<file path="src/rtl/rgb2ycbcr_422.sv">
// 10-bit RGB to 8-bit BT.601 studio-range YCbCr, 3-cycle MAC pipeline,
// with optional 4:2:2 interleaved chroma on oC driven by a pixel-phase register.
module rgb2ycbcr_422 #(
  parameter int LATENCY = 3,
  parameter int RND     = 512
) (
  input  logic       iCLK,
  input  logic       iRESET,
  input  logic [9:0] iR,
  input  logic [9:0] iG,
  input  logic [9:0] iB,
  input  logic       iDVAL,
  input  logic       iSOL,
  input  logic       iMODE422,
  output logic [7:0] oY,
  output logic [7:0] oCb,
  output logic [7:0] oCr,
  output logic [7:0] oC,
  output logic       oPHASE,
  output logic       oDVAL
);

  if (LATENCY != 3) begin : g_bad_latency
    $error("rgb2ycbcr_422 only supports LATENCY = 3");
  end

  localparam logic signed [8:0] K_Y_R  =  9'sd66;
  localparam logic signed [8:0] K_Y_G  =  9'sd129;
  localparam logic signed [8:0] K_Y_B  =  9'sd25;
  localparam logic signed [8:0] K_CB_R = -9'sd38;
  localparam logic signed [8:0] K_CB_G = -9'sd74;
  localparam logic signed [8:0] K_CB_B =  9'sd112;
  localparam logic signed [8:0] K_CR_R =  9'sd112;
  localparam logic signed [8:0] K_CR_G = -9'sd94;
  localparam logic signed [8:0] K_CR_B = -9'sd18;

  localparam logic signed [21:0] Y_OFF = 22'(16384 + RND);
  localparam logic signed [21:0] C_OFF = 22'(131072 + RND);

  function automatic logic signed [19:0] mul(input logic [9:0] x, input logic signed [8:0] k);
    return $signed({10'b0, x}) * 20'(k);
  endfunction

  // Arithmetic >>10 then clamp; negatives land on the low bound.
  function automatic logic [7:0] clamp(input logic signed [21:0] s, input logic signed [21:0] hi);
    logic signed [21:0] v;
    v = s >>> 10;
    if (v < 22'sd16)  return 8'd16;
    else if (v > hi)  return hi[7:0];
    else              return v[7:0];
  endfunction

  // Stage 1: products
  logic signed [19:0] p_q [9];
  logic signed [19:0] p_d [9];
  logic               dv1_q, sol1_q, mode1_q;
  // Stage 2: sums
  logic signed [21:0] sy_q, scb_q, scr_q;
  logic signed [21:0] sy_d, scb_d, scr_d;
  logic               dv2_q, sol2_q, mode2_q;
  // Stage 3: outputs and 4:2:2 state
  logic [7:0] y_q, cb_q, cr_q, c_q;
  logic [7:0] y_d, cb_d, cr_d, c_d;
  logic       ph_q, ph_d, dval_q;
  logic       phase_q, phase_d;
  logic [7:0] held_cr_q, held_cr_d;

  always_comb begin
    p_d[0] = mul(iR, K_Y_R);
    p_d[1] = mul(iG, K_Y_G);
    p_d[2] = mul(iB, K_Y_B);
    p_d[3] = mul(iR, K_CB_R);
    p_d[4] = mul(iG, K_CB_G);
    p_d[5] = mul(iB, K_CB_B);
    p_d[6] = mul(iR, K_CR_R);
    p_d[7] = mul(iG, K_CR_G);
    p_d[8] = mul(iB, K_CR_B);
    sy_d   = 22'(p_q[0]) + 22'(p_q[1]) + 22'(p_q[2]) + Y_OFF;
    scb_d  = 22'(p_q[3]) + 22'(p_q[4]) + 22'(p_q[5]) + C_OFF;
    scr_d  = 22'(p_q[6]) + 22'(p_q[7]) + 22'(p_q[8]) + C_OFF;
  end

  // phase_q is the phase the next valid pixel takes unless it carries SOL.
  always_comb begin
    y_d       = clamp(sy_q, 22'sd235);
    cb_d      = clamp(scb_q, 22'sd240);
    cr_d      = clamp(scr_q, 22'sd240);
    ph_d      = phase_q;
    phase_d   = phase_q;
    held_cr_d = held_cr_q;
    if (dv2_q) begin
      ph_d    = sol2_q ? 1'b0 : phase_q;
      phase_d = ~ph_d;
      if (!ph_d) held_cr_d = cr_d;
    end
    c_d = (mode2_q && ph_d) ? held_cr_q : cb_d;
  end

  always_ff @(posedge iCLK) begin
    if (iRESET) begin
      for (int i = 0; i < 9; i++) p_q[i] <= '0;
      dv1_q     <= 1'b0;
      sol1_q    <= 1'b0;
      mode1_q   <= 1'b0;
      sy_q      <= '0;
      scb_q     <= '0;
      scr_q     <= '0;
      dv2_q     <= 1'b0;
      sol2_q    <= 1'b0;
      mode2_q   <= 1'b0;
      y_q       <= '0;
      cb_q      <= '0;
      cr_q      <= '0;
      c_q       <= '0;
      ph_q      <= 1'b0;
      dval_q    <= 1'b0;
      phase_q   <= 1'b0;
      held_cr_q <= '0;
    end else begin
      for (int i = 0; i < 9; i++) p_q[i] <= p_d[i];
      dv1_q     <= iDVAL;
      sol1_q    <= iSOL & iDVAL;
      mode1_q   <= iMODE422;
      sy_q      <= sy_d;
      scb_q     <= scb_d;
      scr_q     <= scr_d;
      dv2_q     <= dv1_q;
      sol2_q    <= sol1_q;
      mode2_q   <= mode1_q;
      y_q       <= y_d;
      cb_q      <= cb_d;
      cr_q      <= cr_d;
      c_q       <= c_d;
      ph_q      <= ph_d;
      dval_q    <= dv2_q;
      phase_q   <= phase_d;
      held_cr_q <= held_cr_d;
    end
  end

  assign oY     = y_q;
  assign oCb    = cb_q;
  assign oCr    = cr_q;
  assign oC     = c_q;
  assign oPHASE = ph_q;
  assign oDVAL  = dval_q;

endmodule

</file>
<file path="config.mk">
export PLATFORM = sky130hd
export DESIGN_NAME = rgb2ycbcr_422
export DESIGN_NICKNAME = d
export VERILOG_FILES = /design/src/rtl/rgb2ycbcr_422.sv
export SDC_FILE = /design/constraint.sdc
export NUM_CORES = 1
export LEC_CHECK = 0
export CELL_PAD_IN_SITES_DETAIL_PLACEMENT = 1
export CELL_PAD_IN_SITES_GLOBAL_PLACEMENT = 2
export CORE_MARGIN = 4
export CORE_UTILIZATION = 37
export DETAILED_ROUTE_END_ITERATION = 12
export GPL_TIMING_DRIVEN = 0
export PLACE_DENSITY_LB_ADDON = 0.1
export SLEW_MARGIN = 20
export SYNTH_ARGS = -nofsm -noshare
export SYNTH_HDL_FRONTEND = slang
export SYNTH_SLANG_ARGS = --single-unit
</file>
<file path="constraint.sdc">
create_clock -name iCLK -period 4.6 [get_ports iCLK]
set_input_delay 0.69 -clock iCLK [delete_from_list [all_inputs] [get_ports iCLK]]
set_output_delay 0.69 -clock iCLK [all_outputs]
set_load 0.02 [all_outputs]
</file>
==> flow_summary_export.csv <==
group,metric,value,unit
setup_path,reg2reg_depth,10,
job,drv_cap,0,
pwr,power_density,553.6,nW/um2
setup_path,cp_data_required_time,5.04,ns
timing,rsz0062_at_grt,"false",
floorplanning,dieArea,48640,um2
setup_path,critPathKind,"in -> reg",
min_path,min-delay-path-class,"reg -> reg",
pwr,power.internal,6.134,mW
pwr,clkPwrFrac,22.0,%
global_routing,grt_overflow,0,
clocking,cts_root_buffer,"clkbuf_16",
detailed_routing,dr.first_iter.drc_count,467,
logic_synthesis,avgSynthCellArea,9.798,um2
logic_synthesis,yosysSeqAreaShare,25.87,%
clocking,cts_buffers,27,
setup_path,timing.rr.start,"p_q[0][147]",
setup_path,end_kind,"flop",
logic_synthesis,netlist.area_leader.share,26.35,%
floorplanning,dieHeight,220.5,um
pwr,peakVddDrop,0.0002664,V
timing,finalCritPeriodShare,97.96,%
pwr,p_seq_share,24.4,%
clocking,clockBufferDepth,3,
logic_synthesis,yosysWarnings,0,
finish,instances_no_fill,2417,
finish,nFillCells,5057,
timing,tns,0,ns
logic_synthesis,syn_nets,2219,
logic_synthesis,yosys-top-cells-area,"ha_1 26%, dfxtp_1 26%, fa_1 15%",
floorplanning,core,44410,um2
logic_synthesis,synth_area_leader_cell,"ha_1",
clocking,cts.htree.levels,1,
setup_path,startpoint,"iR[5]",
setup_path,crit_fanout,8,
detailed_routing,wire_per_inst,19.71,um
floorplanning,start_util,37.63,%
min_path,whs_path_depth,1,
global_routing,grt_use_total,20.11,%
pwr,netSwitchingPower,4.493,mW
pwr,static-leakage-power,9.513,nW
logic_synthesis,ys.flop_type,"dfxtp_1",
setup_path,regToRegSetupSlack,0.84,ns
detailed_routing,wl,47640,um
finish,antenna_cells,0,
global_routing,antenna_found_initial,0,
clocking,cts_tree,"done",
global_routing,first_global_vias,12990,
detailed_routing,route.vias.total,12040,
floorplanning,die_w,220.5,um
placed_design,hpwl,39450,um
timing,tightest_slew,1.052,ns
timing,setup_viol,0,
pwr,swShare,42.28,%
timing,drv_slew,0,
timing,slew_headroom,29.86,%
clocking,clkTransAtPathRegs,0.06,ns
timing,layout_min_cycle_time,4.506,ns
detailed_routing,drt_pass1_iterations,4,
floorplanning,num_rows,77,
logic_synthesis,netlist_area,16710,um2
detailed_routing,postRouteAntennaNets,0,
setup_path,startpoint_type,"input pin",
finish,nets,2318,
global_routing,grt_start_max_net_pins,14,
timing,fmax,0.2219,GHz
logic_synthesis,synth_seq_cells,216,
detailed_routing,drc,0,
placed_design,dp.cells,2365,
placed_design,portBuffers,67,
floorplanning,io_pins,69,
setup_path,endpoint,"p_q[0][79]",
status,status,"completed",
clocking,cts_sinks,216,
timing,fin_skew,0.01610,ns
clocking,cts_hold_buf,0,
logic_synthesis,syn_inst,1706,
logic_synthesis,async_flop_share,0,%
finish,drive_above_1_share,5.589,%
finish,final_util,43.22,%
clocking,clock_latency,0.56,ns
global_routing,grt_pass1_wl,74870,um
setup_path,crit_arrival,4.95,ns
logic_synthesis,synth-edff-count,0,
timing,hold_viol_final,0,
placed_design,place.gp.congestion,0.8648,
pwr,p_total,10.63,mW
pwr,combPwrFrac,53.7,%
logic_synthesis,netlist-cell-type-count,58,
finish,syn2layout_area_growth,14.85,%
setup_path,r2r_end,"scr_q[21]",
detailed_routing,via_per_inst,4.982,
placed_design,dpl-instance-area,18130,um2
finish,stdcell_area,19200,um2
-- power by group through the flow --
stage | combinational (mW) | clock (mW) | sequential, mW
floorplan | 3.84 | 0 | 2.61
global placement | 5.54 | 0 | 2.63
detailed placement | 5.63 | 0 | 2.64
CTS | 5.73 | 2.41 | 2.60
global route | 6.45 | 2.49 | 2.64
finish | 5.70 | 2.34 | 2.59
-- synth_stat cells, types with 30 or more instances --
| library cell | number |
|---|---|
| nand2_1 | 48 |
| nor3_1 | 46 |
| nor2b_1 | 56 |
| xnor2_1 | 50 |
| a21o_1 | 47 |
| o21ai_0 | 36 |
| ha_1 | 352 |
| fa_1 | 126 |
| inv_1 | 229 |
| xor2_1 | 30 |
| dfxtp_1 | 216 |
| a21oi_1 | 76 |
| nor2_1 | 182 |
-- metrics by stage --
step / setup slack (ns) / hold WS [ns]
2_1_floorplan: 0.2438 / 0.4138
3_3_place_gp: -1.452 / 0.4191
3_5_place_dp: -1.457 / 0.4365
4_1_cts: -0.01438 / 0.4494
5_1_grt: 0.003179 / 0.4667
6_report: 0.09367 / 0.4406
-- layer usage --
metal | share of wire (%) | track usage (%)
met5 | 0 | 0
met2 | 47 | 34.16
met3 | 3.0 | 2.238
met4 | 2.0 | 4.015
met1 | 48 | 27.89
-- how the worst min path moves through the flow --
stage / slack, ns / to / startpoint
after global placement: 0.42 / dv2_q / dv1_q
after global routing: 0.47 / dv2_q / dv1_q
after detailed placement: 0.44 / dv2_q / dv1_q
final: 0.44 / dv2_q / dv1_q
after floorplan: 0.41 / dv2_q / dv1_q
after CTS: 0.45 / sol2_q / sol1_q
-- placed cells by master, fill, tap and decap left out, drive strengths merged, types with 8 or more instances in the layout --
master	synthesis	final
o21a	15	15
a21oi	78	78
a2111oi	8	8
clkbuf	20	61
a21o	47	47
fa	126	126
o21bai	8	8
inv	229	228
clkdlybuf4s50	0	43
xnor2	50	50
nand2	48	48
buf	8	15
nor3	48	48
o21ai	39	39
and3	19	19
nor4	11	11
a211oi	9	9
a31oi	9	9
xor2	30	30
mux2	8	8
ha	352	352
nand3	25	25
nor2	182	182
dfxtp	216	216
nor2b	56	56
-- flip-flops by register name, indices dropped and copies added, names as in the netlist --
signal and cells:
scb_q 12, oY 8, sol2_q 1, scr_q 12, p_q 133, dv1_q 1, phase_q 1, oPHASE 1
oCb 8, oCr 8, sol1_q 1, oDVAL 1, mode1_q 1, oC 8, sy_q 10, mode2_q 1
dv2_q 1, held_cr_q 8
-- final cells by class --
cell class	count	area [um2]	area share (%)
multi-input cells	1233	11510	59.96
clock buffers	37	793.3	4.132
clock inverters	12	195.2	1.017
flip-flops and latches	216	4324	22.52
repair buffers	70	660.6	3.441
plain buffers	28	106.4	0.5540
inverters	229	867.1	4.517
well taps	592	740.7	3.858
-- critical path, cell delays in order --
cell and delay, ns:
clkdlybuf4s18_2 0.38, inv_1 0.21, ha_1 0.33, inv_1 0.17
fa_1 0.45, fa_1 0.49, ha_1 0.30, ha_1 0.34
a21o_1 0.20, a21o_1 0.22, o311a_1 0.36, o41ai_4 0.29
o31a_1 0.17, mux2_2 0.33
-- cell families (layout without fill, tap and decap cells) --
group / after synthesis / in the layout / synth area share [%]
multiplexers: 14 / 14 / 0.9207
buffers and inverters: 257 / 376 / 5.779
AND/OR/NAND/NOR: 415 / 415 / 11.68
XOR/XNOR: 80 / 80 / 4.192
AO/OA/AOI/OAI: 246 / 246 / 10.12
flip-flops: 216 / 216 / 25.87
adder cells (fa/ha/maj): 478 / 478 / 41.44
-- timing repair --
action,4_1_cts,5_1_grt
setup buffers,1,2
cloned,0,0
endpoints found under the setup margin,24,15
resized for setup,58,28
pin swaps,0,1
Note: power is estimated with default switching activity, not from simulation.
